[src/rtl/spi_slave_12bit_pkg.sv]
// Shared types and helpers for the 12-bit SPI slave: mode decode and FSM state encoding.
package spi_slave_12bit_pkg;

    localparam int unsigned DEFAULT_WORD_W = 12;

    typedef enum logic [1:0] {
        StWaitIdle,
        StIdle,
        StShift,
        StDone
    } spi_state_e;

    function automatic logic spi_cpol(input int unsigned mode);
        return ((mode >> 1) & 32'd1) != 32'd0;
    endfunction

    function automatic logic spi_cpha(input int unsigned mode);
        return (mode & 32'd1) != 32'd0;
    endfunction

endpackage

[src/rtl/spi_slave_12bit_sync_edge.sv]
// Two-flop synchroniser for one asynchronous input, with single-cycle rise/fall pulses
// derived from the synchronised level versus its one-cycle-delayed copy.
module spi_slave_12bit_sync_edge #(
    parameter logic RESET_VAL = 1'b0
) (
    input  logic i_Clk,
    input  logic i_Rst,
    input  logic i_Async,
    output logic o_Level,
    output logic o_Rise,
    output logic o_Fall
);

    logic r_meta;
    logic r_sync;
    logic r_dly;

    always_ff @(posedge i_Clk) begin
        if (i_Rst) begin
            r_meta <= RESET_VAL;
            r_sync <= RESET_VAL;
            r_dly  <= RESET_VAL;
        end else begin
            r_meta <= i_Async;
            r_sync <= r_meta;
            r_dly  <= r_sync;
        end
    end

    assign o_Level = r_sync;
    assign o_Rise  = r_sync & ~r_dly;
    assign o_Fall  = ~r_sync & r_dly;

endmodule

[src/rtl/spi_slave_12bit.sv]
// SPI slave endpoint: oversamples SCK/CS_n/MOSI in the i_Clk domain, receives one WORD_W-bit
// word per CS_n frame and returns the preloaded reply word on MISO, MSB first.
module spi_slave_12bit
    import spi_slave_12bit_pkg::*;
#(
    parameter int unsigned SPI_MODE  = 0,
    parameter int unsigned WORD_W    = DEFAULT_WORD_W,
    parameter logic        MISO_IDLE = 1'b0
) (
    input  logic              i_Clk,
    input  logic              i_Rst,
    input  logic [WORD_W-1:0] i_TX_Word,
    input  logic              i_TX_DV,
    output logic              o_RX_DV,
    output logic [WORD_W-1:0] o_RX_Word,
    output logic              o_RX_Err,
    input  logic              i_SPI_Clk,
    input  logic              i_SPI_CS_n,
    input  logic              i_SPI_MOSI,
    output logic              o_SPI_MISO,
    output logic              o_SPI_MISO_En
);

    localparam logic              CPOL     = spi_cpol(SPI_MODE);
    localparam logic              CPHA     = spi_cpha(SPI_MODE);
    localparam int unsigned       CNT_W    = $clog2(WORD_W + 1);
    localparam logic [CNT_W-1:0]  CNT_FULL = CNT_W'(WORD_W);

    logic w_sck_level_unused;
    logic w_sck_rise;
    logic w_sck_fall;
    logic w_cs_level;
    logic w_cs_rise;
    logic w_cs_fall;
    logic w_mosi;
    logic w_mosi_rise_unused;
    logic w_mosi_fall_unused;

    spi_slave_12bit_sync_edge #(
        .RESET_VAL (CPOL)
    ) u_sync_sck (
        .i_Clk   (i_Clk),
        .i_Rst   (i_Rst),
        .i_Async (i_SPI_Clk),
        .o_Level (w_sck_level_unused),
        .o_Rise  (w_sck_rise),
        .o_Fall  (w_sck_fall)
    );

    // Resets to "selected" so a frame already in progress at reset release is never joined.
    spi_slave_12bit_sync_edge #(
        .RESET_VAL (1'b0)
    ) u_sync_cs (
        .i_Clk   (i_Clk),
        .i_Rst   (i_Rst),
        .i_Async (i_SPI_CS_n),
        .o_Level (w_cs_level),
        .o_Rise  (w_cs_rise),
        .o_Fall  (w_cs_fall)
    );

    spi_slave_12bit_sync_edge #(
        .RESET_VAL (1'b0)
    ) u_sync_mosi (
        .i_Clk   (i_Clk),
        .i_Rst   (i_Rst),
        .i_Async (i_SPI_MOSI),
        .o_Level (w_mosi),
        .o_Rise  (w_mosi_rise_unused),
        .o_Fall  (w_mosi_fall_unused)
    );

    logic w_lead_edge;
    logic w_trail_edge;
    logic w_sample_edge;
    logic w_shift_edge;

    assign w_lead_edge   = CPOL ? w_sck_fall : w_sck_rise;
    assign w_trail_edge  = CPOL ? w_sck_rise : w_sck_fall;
    assign w_sample_edge = CPHA ? w_trail_edge : w_lead_edge;
    assign w_shift_edge  = CPHA ? w_lead_edge : w_trail_edge;

    spi_state_e        r_state;
    spi_state_e        w_state_d;
    logic [WORD_W-1:0] r_buf;
    logic [WORD_W-1:0] r_tx;
    logic [WORD_W-1:0] r_rx;
    logic [WORD_W-1:0] r_word;
    logic [CNT_W-1:0]  r_count;
    logic              r_miso;
    logic              r_miso_en;
    logic              r_rx_dv;
    logic              r_rx_err;

    logic w_load;
    logic w_sample;
    logic w_shift;
    logic w_finish;
    logic w_abort;
    logic w_close;

    always_ff @(posedge i_Clk) begin
        if (i_Rst) begin
            r_state <= StWaitIdle;
        end else begin
            r_state <= w_state_d;
        end
    end

    always_comb begin
        w_state_d = r_state;
        w_load    = 1'b0;
        w_sample  = 1'b0;
        w_shift   = 1'b0;
        w_finish  = 1'b0;
        w_abort   = 1'b0;
        w_close   = 1'b0;
        unique case (r_state)
            StWaitIdle: begin
                if (w_cs_level) begin
                    w_state_d = StIdle;
                end
            end
            StIdle: begin
                if (w_cs_fall) begin
                    w_load    = 1'b1;
                    w_state_d = StShift;
                end
            end
            StShift: begin
                if (r_count == CNT_FULL) begin
                    w_finish  = 1'b1;
                    w_close   = w_cs_rise;
                    w_state_d = w_cs_rise ? StIdle : StDone;
                end else if (w_cs_rise) begin
                    w_close   = 1'b1;
                    w_abort   = (r_count != '0);
                    w_state_d = StIdle;
                end else begin
                    w_sample = w_sample_edge;
                    w_shift  = w_shift_edge;
                end
            end
            StDone: begin
                if (w_cs_rise) begin
                    w_close   = 1'b1;
                    w_state_d = StIdle;
                end
            end
            default: w_state_d = StWaitIdle;
        endcase
    end

    always_ff @(posedge i_Clk) begin
        if (i_Rst) begin
            r_buf     <= '0;
            r_tx      <= '0;
            r_rx      <= '0;
            r_word    <= '0;
            r_count   <= '0;
            r_miso    <= MISO_IDLE;
            r_miso_en <= 1'b0;
            r_rx_dv   <= 1'b0;
            r_rx_err  <= 1'b0;
        end else begin
            r_rx_dv  <= 1'b0;
            r_rx_err <= 1'b0;
            if (i_TX_DV) begin
                r_buf <= i_TX_Word;
            end
            // The buffer is read before this cycle's i_TX_DV lands, so a coincident
            // strobe only affects the next frame.
            if (w_load) begin
                r_count   <= '0;
                r_rx      <= '0;
                r_miso_en <= 1'b1;
                if (!CPHA) begin
                    r_miso <= r_buf[WORD_W-1];
                    r_tx   <= {r_buf[WORD_W-2:0], 1'b0};
                end else begin
                    r_miso <= MISO_IDLE;
                    r_tx   <= r_buf;
                end
            end
            if (w_sample) begin
                r_rx    <= {r_rx[WORD_W-2:0], w_mosi};
                r_count <= r_count + CNT_W'(1);
            end
            if (w_shift) begin
                r_miso <= r_tx[WORD_W-1];
                r_tx   <= {r_tx[WORD_W-2:0], 1'b0};
            end
            if (w_finish) begin
                r_word  <= r_rx;
                r_rx_dv <= 1'b1;
                r_miso  <= MISO_IDLE;
            end
            if (w_close) begin
                r_miso_en <= 1'b0;
                r_miso    <= MISO_IDLE;
            end
            if (w_abort) begin
                r_rx_err <= 1'b1;
            end
        end
    end

    assign o_RX_DV       = r_rx_dv;
    assign o_RX_Word     = r_word;
    assign o_RX_Err      = r_rx_err;
    assign o_SPI_MISO    = r_miso;
    assign o_SPI_MISO_En = r_miso_en;

endmodule

[config.mk]
export PLATFORM = sky130hd
export DESIGN_NAME = spi_slave_12bit
export DESIGN_NICKNAME = d
export VERILOG_FILES = /design/src/rtl/spi_slave_12bit_pkg.sv /design/src/rtl/spi_slave_12bit_sync_edge.sv /design/src/rtl/spi_slave_12bit.sv
export SDC_FILE = /design/constraint.sdc
export NUM_CORES = 1
export LEC_CHECK = 0
export CAP_MARGIN = 20
export CORE_MARGIN = 4
export CORE_UTILIZATION = 25
export CTS_BUF_LIST = sky130_fd_sc_hd__clkbuf_8
export DETAILED_ROUTE_END_ITERATION = 16
export GPL_ROUTABILITY_DRIVEN = 0
export PLACE_DENSITY_LB_ADDON = 0.05
export SLEW_MARGIN = 20
export SYNTH_ARGS = -nofsm -noshare
export SYNTH_HDL_FRONTEND = slang
export SYNTH_SLANG_ARGS = --single-unit
[constraint.sdc]
create_clock -name i_Clk -period 1.8 [get_ports i_Clk]
set_clock_uncertainty 0.1 [all_clocks]
set_input_delay 0.27 -clock i_Clk [delete_from_list [all_inputs] [get_ports i_Clk]]
set_output_delay 0.27 -clock i_Clk [all_outputs]
set_load 0.005 [all_outputs]
Yosys cells after proc, flatten, opt, wreduce, memory -nomap -nowiden
Cells that the tools add are included.
W data, S select, Z words.
{"block": "classes", "add_sub_neg": 1, "eq_ne": 6, "n_bitwise": 8, "reduce_logical": 7, "mux": 32}
{"operator": "$mux W12", "count": 4}
{"operator": "$mux W1", "count": 19}
{"operator": "$mux W2", "count": 5}
{"operator": "$mux W4", "count": 2}
{"operator": "$pmux W2 S4", "count": 1}
{"operator": "$add A4 B1 Y4 const B", "count": 1}
{"operator": "$and A1 B1 Y1", "count": 4}
{"operator": "$eq A2 B2 Y1 const B", "count": 2}
{"operator": "$eq A4 B4 Y1 const B", "count": 1}
{"operator": "$ne A2 B1 Y1 const B", "count": 2}
{"operator": "$not A1 Y1", "count": 4}
{"operator": "$reduce_bool A2 Y1", "count": 2}
{"operator": "$reduce_bool A4 Y1", "count": 1}
{"operator": "$reduce_or A3 Y1", "count": 1}
{"operator": "$eq A2 B1 Y1 const B", "count": 1}
{"operator": "$logic_not A2 Y1", "count": 1}
{"operator": "$pmux W1 S2", "count": 1}
{"operator": "$reduce_and A2 Y1", "count": 1}
{"operator": "$reduce_or A2 Y1", "count": 1}
{"block": "word_totals", "ff_bits": 65, "word_cells": 72, "out_inout_bits": 16, "in_bits": 18}

Depth between registers and ports, before layout
{"block": "depth", "word_depth": 6, "mapped_depth": 8, "ltp_nobuf": 6}

Hierarchy
A second synthesis with hierarchy kept.
{"block": "hier_totals", "hier_cells": 262, "area_unflattened_um2": 2548.7}
{"module": "spi_slave_12bit", "seq_area_each_um2": 1141.1, "area_per_inst_um2": 2274.7, "cells_per_inst": 238, "n_inst": 1}
{"module": "spi_slave_12bit_sync_edge", "seq_area_each_um2": 60.1, "area_per_inst_um2": 91.3, "cells_per_inst": 8, "n_inst": 3}

Worst setup path after synthesis
OpenSTA, ideal clock, no wires.
{"block": "synth_path", "path_kind": "flip-flop to flip-flop", "startpoint": "reg r_count[0]", "endpoint": "reg r_miso (netlist: o_SPI_MISO)", "setup_time_ps": 70, "setup_slack_ps": 228, "synth_period_minus_slack_ps": 1572, "arrival_time_ps": 1403, "stages_incl_launch_ff": 8, "n_path_buf": 1, "required_time_ps": 1630, "cell_sequence": "dfxtp_1 > inv_1 > ha_1 > and3_1 > a21oi_2 > buf_2 > o221ai_1 > a21oi_1"}
{"block": "synth_between", "elab_chain_cells": 4, "elab_cells_between_ends": 10, "cone_classes": "eq/ne (1); mux (7); reduce/logical (2)"}
{"item": "start: declaration", "line_no": "spi_slave_12bit.sv:89", "rtl": "logic [CNT_W-1:0] r_count;"}
{"item": "start signal: assignment", "line_no": "spi_slave_12bit.sv:187", "rtl": "r_count <= r_count + CNT_W'(1);"}
{"item": "$eq A4 B4 Y1 (*)", "line_no": "spi_slave_12bit.sv:131", "rtl": "if (r_count == CNT_FULL) begin"}
{"item": "$mux W1", "line_no": "spi_slave_12bit.sv:131"}
{"item": "$pmux W1 S2 / $mux W1 (equally long branches)", "line_no": "spi_slave_12bit.sv:118", "rtl": "unique case (r_state)"}
{"item": "$reduce_or A3 Y1 (no source line), or another cell as far along"}
{"item": "end signal: assignment", "line_no": "spi_slave_12bit.sv:178", "rtl": "r_miso <= r_buf[WORD_W-1];"}
{"item": "end signal: assignment", "line_no": "spi_slave_12bit.sv:190", "rtl": "r_miso <= r_tx[WORD_W-1];"}
{"item": "end: declaration", "line_no": "spi_slave_12bit.sv:90", "rtl": "logic r_miso;"}
Mark *: on every way between the ends. The rest lies on a longest branch, timed or not.
A chain may end at the register's enable or synchronous reset.

Worst setup path after layout
{"block": "layout_path", "startpoint": "reg r_count[0]", "endpoint": "reg r_tx[2]"}
{"block": "layout_between", "elab_chain_cells": 4, "elab_cells_between_ends": 5, "cone_classes": "eq/ne (1); mux (3); reduce/logical (1)"}
{"item": "$eq A4 B4 Y1 (*)", "line_no": "spi_slave_12bit.sv:131"}
{"item": "$mux W1 (*)", "line_no": "spi_slave_12bit.sv:131"}
{"item": "$mux W1 (*)", "line_no": "spi_slave_12bit.sv:118"}
{"item": "$mux W12 / $reduce_bool A2 Y1 (equally long branches)"}
{"item": "end signal: assignment", "line_no": "spi_slave_12bit.sv:179", "rtl": "r_tx <= {r_buf[WORD_W-2:0], 1'b0};"}
{"item": "end signal: assignment", "line_no": "spi_slave_12bit.sv:182", "rtl": "r_tx <= r_buf;"}
{"item": "end signal: assignment", "line_no": "spi_slave_12bit.sv:191", "rtl": "r_tx <= {r_tx[WORD_W-2:0], 1'b0};"}
{"item": "end: declaration", "line_no": "spi_slave_12bit.sv:86", "rtl": "logic [WORD_W-1:0] r_tx;"}
Marks and branches as above.

==> impl_metrics.ini <==
[critical_path]
max_stage_delay_ns = 0.34
critical_path_required_ns = 1.94
path_max_fanout = 11
worstSetupEndpointType = flop
startpoint_type = flop
crit_arrival_ns = 1.80
worst-setup-path-type = reg -> reg
path_cells = inv_1, ha_2, nand3_4, nand4_1, buf_4, clkbuf_16, nor2_1, a311oi_1
cp-startpoint = r_count[0]
timing.rr.start = r_count[0]
cp_slowest_cell = dfxtp_1

[global_route]
grt-ovfl-total = 0
grt_pass1_vias = 1834
grt_use_total_pct = 10.1
grt_pass1_wl_um = 9040
antenna_found_initial = 0
grt_start_max_net_pins = 50

[routing]
ant_nets = 0
initialDrtViolationCount = 58
vias_per_cell = 4.34
num_vias = 1855
drc = 0
routed_wirelength_um = 5380
avgRoutedWirePerCell_um = 12.6
first_pass_iters = 4

[clock_tree]
clk_pin_slew_ns = 0.07
clkSinkCount = 65
cts_hold_buf = 0
htree_levels = 3
cts_root_buf = clkbuf_8
cts_tree = done
numCtsBuffers = 9
clk-insertion-delay-late_ns = 0.33
clk_path_buf_depth = 2

[timing]
clock.fmax_ghz = 0.604
slew_violations = 0
period_share_pct = 92.0
worst_slew_pin_slew_ns = 0.542
setup_viol = 0
period_needed_ns = 1.66
relSlewSlack_pct = 63.9
hold_viol = 0

[die]
die_y_um = 107
core_area_sq_um = 9330
io_pins = 34
row_count = 35
initial_core_util_pct = 26.0
die_w_um = 107
dieArea_sq_um = 11300

[synthesis]
synth.avg_cell_area_sq_um = 9.56
synth-edff-count = 0
synth_cell_types = 33
ys_seq_area_share_pct = 53.6
synthFlopType = dfxtp_1
ys_seq_elements = 65
syn_area_sq_um = 2430
synth_nets = 274
syn_inst = 254
synthArstFlopShare_pct = 0
ys_warn_count = 0

[final_layout]
n_antenna_cell = 0
final_common_cell = dfxtp_1
drive_gt1_share_pct = 12.1
nets = 314
final_core_util_pct = 34.0
area_growth_pct = 30.5
instances_no_fill = 427
final_cell_mix = dfxtp_1 (65), nand2_1 (34), clkdlybuf4s50_1 (32)

[power_and_ir_drop]
seq_power_share_pct = 53.8
pwr-share-comb_pct = 4.7
ir_worst_vdd_mv = 0.341
p_per_area_nw_per_um2 = 867
internal-power_uw = 2130
switchingPower_uw = 612
p_clk_share_pct = 41.4
sw_frac_of_total_pct = 22.3
leakagePower_uw = 0.00116

[worst_hold_path]
worst_hold_path_type = in -> reg
hold_start = i_Rst

[run_status]
status = complete, no violations

[run]
cap_viol_max_count = 0

[place]
portBuffers = 33
hpwlAfterDp_um = 3400
place_inst = 410
what timing repair did:
| action | CTS | global route |
|---|---|---|
| endpoints found under the setup margin | 0 | 7 |
| gates resized for setup | 0 | 3 |
| buffers inserted | 0 | 1 |
layout make-up:
type                       instances  area (sq um)
tap                              129           161
inverter                           4          15.0
timing repair buffer              47           473
sequential                        65          1300
clock buffer                      12           165
fill                             973          6160
multi-input combinational        167          1040
clock inverter                     3          16.3
final timing paths:
check,endpoint,slack (ns),cells past startpoint
min reg2reg,r_rx[0],0.33,2
min,r_state[0],0.13,2
max,r_tx[2],0.14,8
max reg2reg,r_tx[2],0.14,8
kinds of logic after synthesis:
family | count (synthesis) | share of synthesized area (%)
simple gates | 103 | 20.8
flops | 65 | 53.6
compound gates | 47 | 14.2
buf+inv | 22 | 4.23
mux | 14 | 5.77
fa+ha+maj | 2 | 1.03
xor+xnor | 1 | 0.361
state kept, by name, indices dropped and copies added (netlist names), 2 cells and up:
name	count
r_buf	12
o_RX_Word	12
r_tx	11
r_state	2
r_count	4
r_rx	12
worst max-delay path, delay by kind of cell (launching register included):
| kind | cells | cell delay, ns |
|---|---|---|
| simple gates | 3 | 0.28 |
| compound gates | 1 | 0.23 |
| buf+inv | 3 | 0.41 |
| fa+ha+maj | 1 | 0.22 |
| flops | 1 | 0.34 |
metal layers:
| metal | part of all wire (%) | global-route usage, % | routed length (um) | vias to the layer above |
|---|---|---|---|---|
| met2 | 44 | 15.5 | 2350 | 31 |
| met4 | 1.2 | 3.56 | 65 | 0 |
| met1 | 50 | 12.9 | 2690 | 849 |
| met3 | 5.0 | 4.01 | 267 | 6 |
| li1 | - | - | - | 969 |
| met5 | 0 | 0 | 0 | - |
synth_stat cells, types with 4 or more instances:
cell type | instances | area, sq um
nand3_1 | 19 | 95.1
dfxtp_1 | 65 | 1300
nor2b_1 | 12 | 75.1
a22o_1 | 12 | 105
a311oi_1 | 11 | 96.3
mux2i_1 | 14 | 140
nand2_1 | 34 | 128
clkbuf_1 | 8 | 30.0
inv_1 | 4 | 15.0
nor2_1 | 24 | 90.1
a21oi_1 | 16 | 80.1
buf_2 | 7 | 35.0
power groups by stage:
stage / clock, uW / combinational (uW) / sequential [uW]
after floorplan: 0 / 69.7 / 1510
after global placement: 0 / 133 / 1510
after detailed placement: 0 / 133 / 1510
after CTS: 1190 / 133 / 1480
after global routing: 1250 / 145 / 1480
final: 1140 / 130 / 1480
stage by stage:
stage | cell area (sq um) | hold slack [ns] | setup slack (ns) | TNS (ns) | power (uW)
6_report | 3170 | 0.127 | 0.145 | 0 | 2750
5_1_grt | 3170 | 0.120 | -0.0168 | -0.0308 | 2880
4_1_cts | 3120 | 0.0973 | 0.116 | 0 | 2810
3_5_place_dp | 2940 | 0.322 | 0.150 | 0 | 1650
3_3_place_gp | 2940 | 0.320 | 0.217 | 0 | 1650
2_1_floorplan | 2430 | 0.298 | 0.228 | 0 | 1580
Power figures use the tool's default switching activity.
